### src/rtl/ptcalc_div_pkg.sv
// Shared widths, FSM states and result record for the ptcalc sequential signed divider.
package ptcalc_div_pkg;
   localparam int DIVIDEND_W = 31;
   localparam int DIVISOR_W  = 12;
   localparam int QUOT_W     = 19;

   localparam logic [QUOT_W-1:0] QUOT_MAX = {1'b0, {(QUOT_W-1){1'b1}}};
   localparam logic [QUOT_W-1:0] QUOT_MIN = {1'b1, {(QUOT_W-1){1'b0}}};

   typedef enum logic [1:0] {IDLE, CALC, FIX, DONE} state_t;

   typedef struct packed {
      logic [QUOT_W-1:0]    quotient;
      logic [DIVISOR_W-1:0] remainder;
      logic                 div_zero;
      logic                 ovf;
   } div_res_t;
endpackage

### src/rtl/ptcalc_div_iter.sv
// One restoring-division step on magnitudes: shift in the next dividend bit, subtract |D| if it fits.
module ptcalc_div_iter
   import ptcalc_div_pkg::*;
#(
   parameter int DW = DIVISOR_W
) (
   input  logic [DW:0]   rem,
   input  logic [DW-1:0] dmag,
   input  logic          nbit,
   output logic [DW:0]   rem_next,
   output logic          qbit
);
   logic [DW:0] shifted;

   always_comb begin
      shifted  = {rem[DW-1:0], nbit};
      qbit     = (shifted >= {1'b0, dmag});
      rem_next = qbit ? (shifted - {1'b0, dmag}) : shifted;
   end
endmodule

### src/rtl/ptcalc_top_sdiv_seq.sv
// Sequential signed divider, one quotient bit per clock; result valid DIVIDEND_WIDTH+2 cycles after accept.
// Single operation in flight: in_ready only in IDLE, result held in DONE until out_ready.
module ptcalc_top_sdiv_seq
   import ptcalc_div_pkg::*;
#(
   parameter int DIVIDEND_WIDTH = DIVIDEND_W,
   parameter int DIVISOR_WIDTH  = DIVISOR_W,
   parameter int QUOT_WIDTH     = QUOT_W
) (
   input  logic                      ap_clk,
   input  logic                      ap_rst,
   input  logic                      in_valid,
   output logic                      in_ready,
   input  logic [DIVIDEND_WIDTH-1:0] dividend,
   input  logic [DIVISOR_WIDTH-1:0]  divisor,
   output logic                      out_valid,
   input  logic                      out_ready,
   output logic [QUOT_WIDTH-1:0]     quotient,
   output logic [DIVISOR_WIDTH-1:0]  remainder,
   output logic                      div_zero,
   output logic                      ovf
);
   localparam int CNT_W = $clog2(DIVIDEND_WIDTH);
   localparam logic [CNT_W-1:0] LAST_BIT = CNT_W'(DIVIDEND_WIDTH - 1);
   localparam logic [DIVIDEND_WIDTH-1:0] POS_LIMIT = DIVIDEND_WIDTH'(QUOT_MAX);
   localparam logic [DIVIDEND_WIDTH-1:0] NEG_LIMIT = DIVIDEND_WIDTH'(QUOT_MIN);

   state_t                    state, state_next;
   logic [CNT_W-1:0]          cnt;
   logic [DIVIDEND_WIDTH-1:0] n_shift;
   logic [DIVIDEND_WIDTH-1:0] q;
   logic [DIVISOR_WIDTH-1:0]  d_mag;
   logic [DIVISOR_WIDTH:0]    r, r_next;
   logic                      q_bit, q_neg, r_neg, dz;
   div_res_t                  res, res_fix;

   ptcalc_div_iter #(.DW(DIVISOR_WIDTH)) u_iter (
      .rem      (r),
      .dmag     (d_mag),
      .nbit     (n_shift[DIVIDEND_WIDTH-1]),
      .rem_next (r_next),
      .qbit     (q_bit)
   );

   always_comb begin
      state_next = state;
      in_ready   = (state == IDLE);
      out_valid  = (state == DONE);
      case (state)
         IDLE:    if (in_valid) state_next = CALC;
         CALC:    if (cnt == LAST_BIT) state_next = FIX;
         FIX:     state_next = DONE;
         DONE:    if (out_ready) state_next = IDLE;
         default: state_next = IDLE;
      endcase
   end

   // Sign application and saturation of the unsigned magnitude result.
   always_comb begin
      res_fix = '0;
      if (dz) begin
         res_fix.div_zero = 1'b1;
         res_fix.quotient = r_neg ? QUOT_MIN : QUOT_MAX;
      end else begin
         res_fix.remainder = r_neg ? -r[DIVISOR_WIDTH-1:0] : r[DIVISOR_WIDTH-1:0];
         if (!q_neg && (q > POS_LIMIT)) begin
            res_fix.quotient = QUOT_MAX;
            res_fix.ovf      = 1'b1;
         end else if (q_neg && (q > NEG_LIMIT)) begin
            res_fix.quotient = QUOT_MIN;
            res_fix.ovf      = 1'b1;
         end else begin
            res_fix.quotient = q_neg ? -q[QUOT_WIDTH-1:0] : q[QUOT_WIDTH-1:0];
         end
      end
   end

   always_ff @(posedge ap_clk) begin
      if (ap_rst) begin
         state   <= IDLE;
         cnt     <= '0;
         n_shift <= '0;
         q       <= '0;
         d_mag   <= '0;
         r       <= '0;
         q_neg   <= 1'b0;
         r_neg   <= 1'b0;
         dz      <= 1'b0;
         res     <= '0;
      end else begin
         state <= state_next;
         case (state)
            IDLE: if (in_valid) begin
               n_shift <= dividend[DIVIDEND_WIDTH-1] ? -dividend : dividend;
               d_mag   <= divisor[DIVISOR_WIDTH-1] ? -divisor : divisor;
               q_neg   <= dividend[DIVIDEND_WIDTH-1] ^ divisor[DIVISOR_WIDTH-1];
               r_neg   <= dividend[DIVIDEND_WIDTH-1];
               dz      <= (divisor == '0);
               cnt     <= '0;
               r       <= '0;
               q       <= '0;
            end
            CALC: begin
               n_shift <= n_shift << 1;
               r       <= r_next;
               q       <= {q[DIVIDEND_WIDTH-2:0], q_bit};
               cnt     <= cnt + 1'b1;
            end
            FIX:     res <= res_fix;
            default: ;
         endcase
      end
   end

   assign quotient  = res.quotient;
   assign remainder = res.remainder;
   assign div_zero  = res.div_zero;
   assign ovf       = res.ovf;
endmodule

### config.mk
export PLATFORM = sky130hd
export DESIGN_NAME = ptcalc_top_sdiv_seq
export DESIGN_NICKNAME = d
export VERILOG_FILES = /design/src/rtl/ptcalc_div_pkg.sv /design/src/rtl/ptcalc_div_iter.sv /design/src/rtl/ptcalc_top_sdiv_seq.sv
export SDC_FILE = /design/constraint.sdc
export NUM_CORES = 1
export LEC_CHECK = 0
export ABC_AREA = 1
export ABC_CLOCK_PERIOD_IN_PS = 2000
export BUFFER_PORTS_ARGS = -buffer_cell sky130_fd_sc_hd__clkbuf_2
export CAP_MARGIN = 20
export CORE_AREA = 2 2 94 164
export CTS_CLUSTER_DIAMETER = 200
export DETAILED_ROUTE_END_ITERATION = 10
export DIE_AREA = 0 0 96 166
export HOLD_SLACK_MARGIN = 0.02
export PLACE_DENSITY = 0.76
export SLEW_MARGIN = 20
export SYNTH_ARGS = -nofsm -noshare
export SYNTH_HDL_FRONTEND = slang
export SYNTH_SLANG_ARGS = --single-unit
### constraint.sdc
create_clock -name ap_clk -period 2 [get_ports ap_clk]
set_input_delay 0.5 -clock ap_clk [delete_from_list [all_inputs] [get_ports ap_clk]]
set_output_delay 0.5 -clock ap_clk [all_outputs]
set_load 0.05 [all_outputs]
* Yosys cells after proc, flatten, opt, wreduce, memory -nomap -nowiden
Cells that the tools add are included.
** Operators by class
- Add/sub/neg operators :: 6
- $lt $le $gt $ge :: 3
- Equality and inequality tests :: 7
- Multiplexer cells :: 26
- Bitwise operators :: 1
- Reductions and logical operators :: 9
** Operators by type and width (number)
- $pmux W31 S2 :: 2
- $mux W19 :: 5
- $mux W31 :: 3
- $mux W12 :: 5
- $gt A31 B18 Y1 const B :: 1
- $gt A31 B19 Y1 const B :: 1
- $neg A31 Y31 :: 1
- $neg A12 Y12 :: 2
- $pmux W12 S2 :: 1
- $neg A19 Y19 :: 1
- $ge A13 B12 Y1 :: 1
- $logic_not A12 Y1 :: 1
- $sub A12 B12 Y12 :: 1
- $pmux W5 S2 :: 1
- $pmux W2 S4 :: 1
- $mux W2 :: 3
- $add A5 B1 Y5 const B :: 1
- $eq A5 B5 Y1 const B :: 1
- $mux W5 :: 1
- $eq A2 B2 Y1 const B :: 2
- $mux W1 :: 4
- $ne A2 B2 Y1 const B :: 2
- $reduce_and A2 Y1 :: 2
- $reduce_and A3 Y1 :: 1
- 7 further kinds :: 8
** Storage, ports and cells
- Flip-flop bits (word level) :: 129
- Output and inout bits :: 35

* Depth between registers and ports, before layout
- Word-level depth :: 5
- Gate-level depth with buffers :: 14
- Mapped depth without buffers :: 13

* Cells and area by module
Synthesis repeated with hierarchy kept, for this count alone.
** Unflattened totals
- Cells, all modules :: 1351
- Area total of the unflattened synthesis :: 8471.9 µm²
** Modules (own cells, without submodules)
- ptcalc_top_sdiv_seq :: times used 1, cells an instance 1147, area an instance 7305.8 µm², sequential area each 2602.5 µm²
- ptcalc_div_iter :: times used 1, cells an instance 204, area an instance 1166.1 µm², sequential area each 0.0 µm²

* Least setup slack after synthesis
No wires, ideal clock.
- Kind :: reg2reg
- Start :: reg state[0]
- End :: reg d_mag[9]
- Setup time :: 116 ps
- Arrival time :: 1874 ps
- Data required time :: 1884 ps
- Setup slack :: 10 ps
- Stages on the path, launching flop included :: 10
- Clock period less this slack :: 1990 ps
- Path through :: dfxtp_1 inv_1 ha_1 nand2_1 buf_2 inv_1 clkbuf_1 nand2_1 o211ai_1 inv_1
** Between the ends
- Longest elaborated chain between the ends :: 2
** Ends and longest elaborated chain
- start, declared :: RTL line ptcalc_top_sdiv_seq.sv:28 : state_t state, state_next;
- start signal, assigned :: RTL line ptcalc_top_sdiv_seq.sv:91 : state <= state_next;
- $logic_not A2 Y1
- named net in_ready :: RTL line ptcalc_top_sdiv_seq.sv:13 : output logic in_ready,
- $reduce_and A2 Y1 (no source line)
- end signal, assigned :: RTL line ptcalc_top_sdiv_seq.sv:95 : d_mag <= divisor[DIVISOR_WIDTH-1] ? -divisor : divisor;
- end, declared :: RTL line ptcalc_top_sdiv_seq.sv:32 : logic [DIVISOR_WIDTH-1:0] d_mag;
The timed path passes the listed nets, and every way through them passes these cells.
A chain may end at the register's enable or synchronous reset.

* Final worst setup path
- Start :: reg state[0]
- End :: out in_ready
** Between the ends
- Longest elaborated chain between the ends :: 1
** Ends and longest elaborated chain
- $logic_not A2 Y1 :: RTL line ptcalc_top_sdiv_seq.sv:47 : in_ready = (state == IDLE);
- end, declared :: RTL line ptcalc_top_sdiv_seq.sv:13
No other way between the ends.

==> results.cfg <==
[run_status]
status = finished, final reports clean

[routing]
drc = 0
drt_pass1_iterations = 5
drt-total-wl_microns = 20600
drtIter0Drc = 376
routed_via_density = 5.39
vias = 8368
ant_nets = 0
wl_per_cell_microns = 13.3

[worst_setup_path]
reg2reg_slack_ps = 120
crit_fanout = 4
worst_ep_required_time_ps = 1500
slowest_delay_ps = 330
crit_slowest_cell = dfxtp_1
r2r_end = r[8]$_SDFFE_PP0P_
r2r-start = n_shift[30]$_SDFFE_PP0P_
worstPathArrival_ps = 1420
crit_chain = inv_1, ha_1, clkbuf_4
crit_path_end_kind = primary output
rr_worst_depth = 11
cp-start-kind = flop
worst-setup-path-type = reg -> out

[layout]
drive_gt1_frac = 0.153
insertedDiodeCount = 0
multi_input_area_sq_um = 4740
num-fill-cells = 1388
register_area_sq_um = 2580
final_cell_area_sq_um = 9580
area_growth_pct = 20.7
nets = 1427

[grt]
grt_first_pass_wirelength_microns = 34200
grt_pass1_vias = 7756
grt_usage = 0.263
antenna_found_initial = 0
grt_max_degree = 77
gr-total-overflow = 0

[hold_path]
min-delay-start = dividend[0]
hold_class = in -> reg
min_to = n_shift[0]$_SDFFE_PP0P_
min_delay_path_depth = 3

[logic_synthesis]
synth_xor_area_frac = 0.0342
synthArstFlopShare = 0
ys_ff_latch = 129
synth-compound-area-share = 0.178
synth_cells = 1256
netlist.area_leader.share = 0.325
synthAdderAreaFrac = 0.0388
synth_top_family_by_area = simple AND/OR/NAND/NOR gates
yosys.area.top_type = dfxtp_1
synthTopCellsByArea = dfxtp_1 (33%), nand2_1 (17%), a21oi_1 (9.6%), nor2_1 (6.4%), inv_1 (5.7%)
syn_nets = 1327
synth_ff_type = dfxtp_1
yosys_warnings = 0
ys_types = 49
synth_area_sq_um = 7940
yosys.area_share.simple = 0.330
synth_edf_count = 0
synth-seq-area-share = 0.325
syn_area_per_cell_sq_um = 6.32
synth.area.mux_share = 0

[clock_network]
cts_buffer_depth = 2
cts_inserted_buffers = 17
clock-sinks = 129
cts.clk_slew.worst_paths_ps = 60
cts_tree = yes
post_cts.repair.setup_buffers = 0
clkLatencyLatePin_ps = 420
htreeDepth = 4
cts_root_buffer = clkbuf_16

[die]
die-area_sq_um = 15900
core_area_sq_um = 14700
initial_core_util = 0.540
die_h_microns = 166
die_width_microns = 96
num_rows = 59
io_pins = 82

[placed_design]
dpl_cell_area_sq_um = 8790
dp_hpwl_microns = 15100
io_buffers = 81
place_congestion = 0.923

[timing]
hold_slack_ps = 357
tightestPinTransition_ps = 410
setup_viol = 0
fmax_ghz = 0.522
finalHoldViolCount = 0
period_share = 0.958
slew_violations = 0
slew_headroom = 0.725
period_needed_ps = 1920
skew_ps = 12.3

[power]
vdd_drop_max_mv = 0.746
power.leakage_nw = 4.31
power.density_nw_per_um2 = 1570

[flow_run]
cap_viol_max_count = 0
worst max path at each step:
stage,from,to,slack (ps),cells after the start
4_1_cts,state[0]$_SDFFE_PP0P_,in_ready,30,3
5_1_grt,d_mag[6]$_SDFFE_PP0P_,r[8]$_SDFFE_PP0P_,-10,11
6_report,state[0]$_SDFFE_PP0P_,in_ready,80,3
3_3_place_gp,dividend[1],n_shift[28]$_SDFFE_PP0P_,40,12
2_1_floorplan,state[0]$_SDFFE_PP0P_,d_mag[9]$_SDFFE_PP0P_,10,9
3_5_place_dp,dividend[1],n_shift[26]$_SDFFE_PP0P_,-8,10
power by group:
group	total [mW]	leakage (nW)	internal, mW	switching, mW
Clock	3.52	0.322	2.34	1.18
Combinational	8.05	2.94	2.89	5.16
Sequential	3.48	1.05	3.11	0.364
flip-flops by register name, summed over array words and instances, names as in the netlist:
register and count:
n_shift 31, q 31, quotient 19, d_mag 12, r 12, remainder 12
cnt 5, state 2, div_zero 1, dz 1, ovf 1, q_neg 1
r_neg 1
worst max-delay path: cells and delay by family (launching register included):
family	cells	cell delay [ps]
DFF	1	330
adders and majority gates	1	290
buffers and inverters	2	370
cell families (layout without fill, tap and decap cells):
group | Yosys count | count (layout)
flip-flops | 129 | 129
AND/OR/NAND/NOR | 623 | 625
AO/OA/AOI/OAI | 263 | 263
XOR/XNOR | 31 | 31
buffers and inverters | 186 | 297
adder cells (fa/ha/maj) | 24 | 24
metal layers:
metal  vias up  GRT usage  wire [microns]
met3        60     0.0495             884
met1      3785      0.278            7910
met4         0      0.120             758
met5         -          0               0
li1       4291          -               -
met2       232      0.481           11100
area by class of cell:
type / instances / area share
clock buffer: 19 / 0.0452
clock inverter: 13 / 0.0243
inverter: 130 / 0.0511
multi-input combinational: 943 / 0.494
sequential: 129 / 0.270
tap: 183 / 0.0239
timing repair buffer: 135 / 0.0917
Yosys cell counts, types with 3 or more instances:
master / n
ha_1: 23
xnor2_1: 7
nor2_1: 135
o221ai_1: 3
inv_1: 120
inv_2: 6
o21ai_0: 67
buf_2: 14
xor2_1: 24
nand4_1: 19
nand3_1: 75
nand2_1: 354
a31oi_1: 5
a21oi_1: 153
nand3b_1: 4
buf_1: 4
clkbuf_1: 34
o211ai_1: 11
o21ai_1: 11
dfxtp_1: 129
clkinv_1: 3
nor3_1: 19
layout by cell type (no fill, tap or decap), types with 4 or more instances in the layout:
cell type,count
buf_12,5
xnor2_1,7
xor2_1,24
nand2_1,352
dfxtp_1,127
ha_4,4
nand3_1,73
nand4_1,19
o21ai_1,11
nand2_2,4
bufinv_16,6
buf_4,50
nor3_1,19
o211ai_1,11
a31oi_1,5
nand3_4,4
inv_1,120
nor2_2,6
ha_1,17
nand3b_1,4
clkbuf_2,79
clkbuf_16,17
o21ai_0,67
inv_2,6
a21oi_1,152
nor2_1,131
through the flow:
stage	worst slack, ps	std cells	TNS (ps)	util	power (mW)
floorplan	10.0	1256	0	-	9.16
global placement	39.5	1518	0	0.599	10.9
detailed placement	-8.07	1518	-8.07	0.599	11.0
CTS	30.7	1550	0	0.644	14.5
global route	-10.5	1552	-10.5	0.652	16.2
finish	83.0	1552	0	0.652	15.0
what timing repair did:
action	4_1_cts	5_1_grt
setup endpoints to repair	0	13
hold buffers	0	0
gates resized for setup	0	22
(Power assumes the default switching activity.)
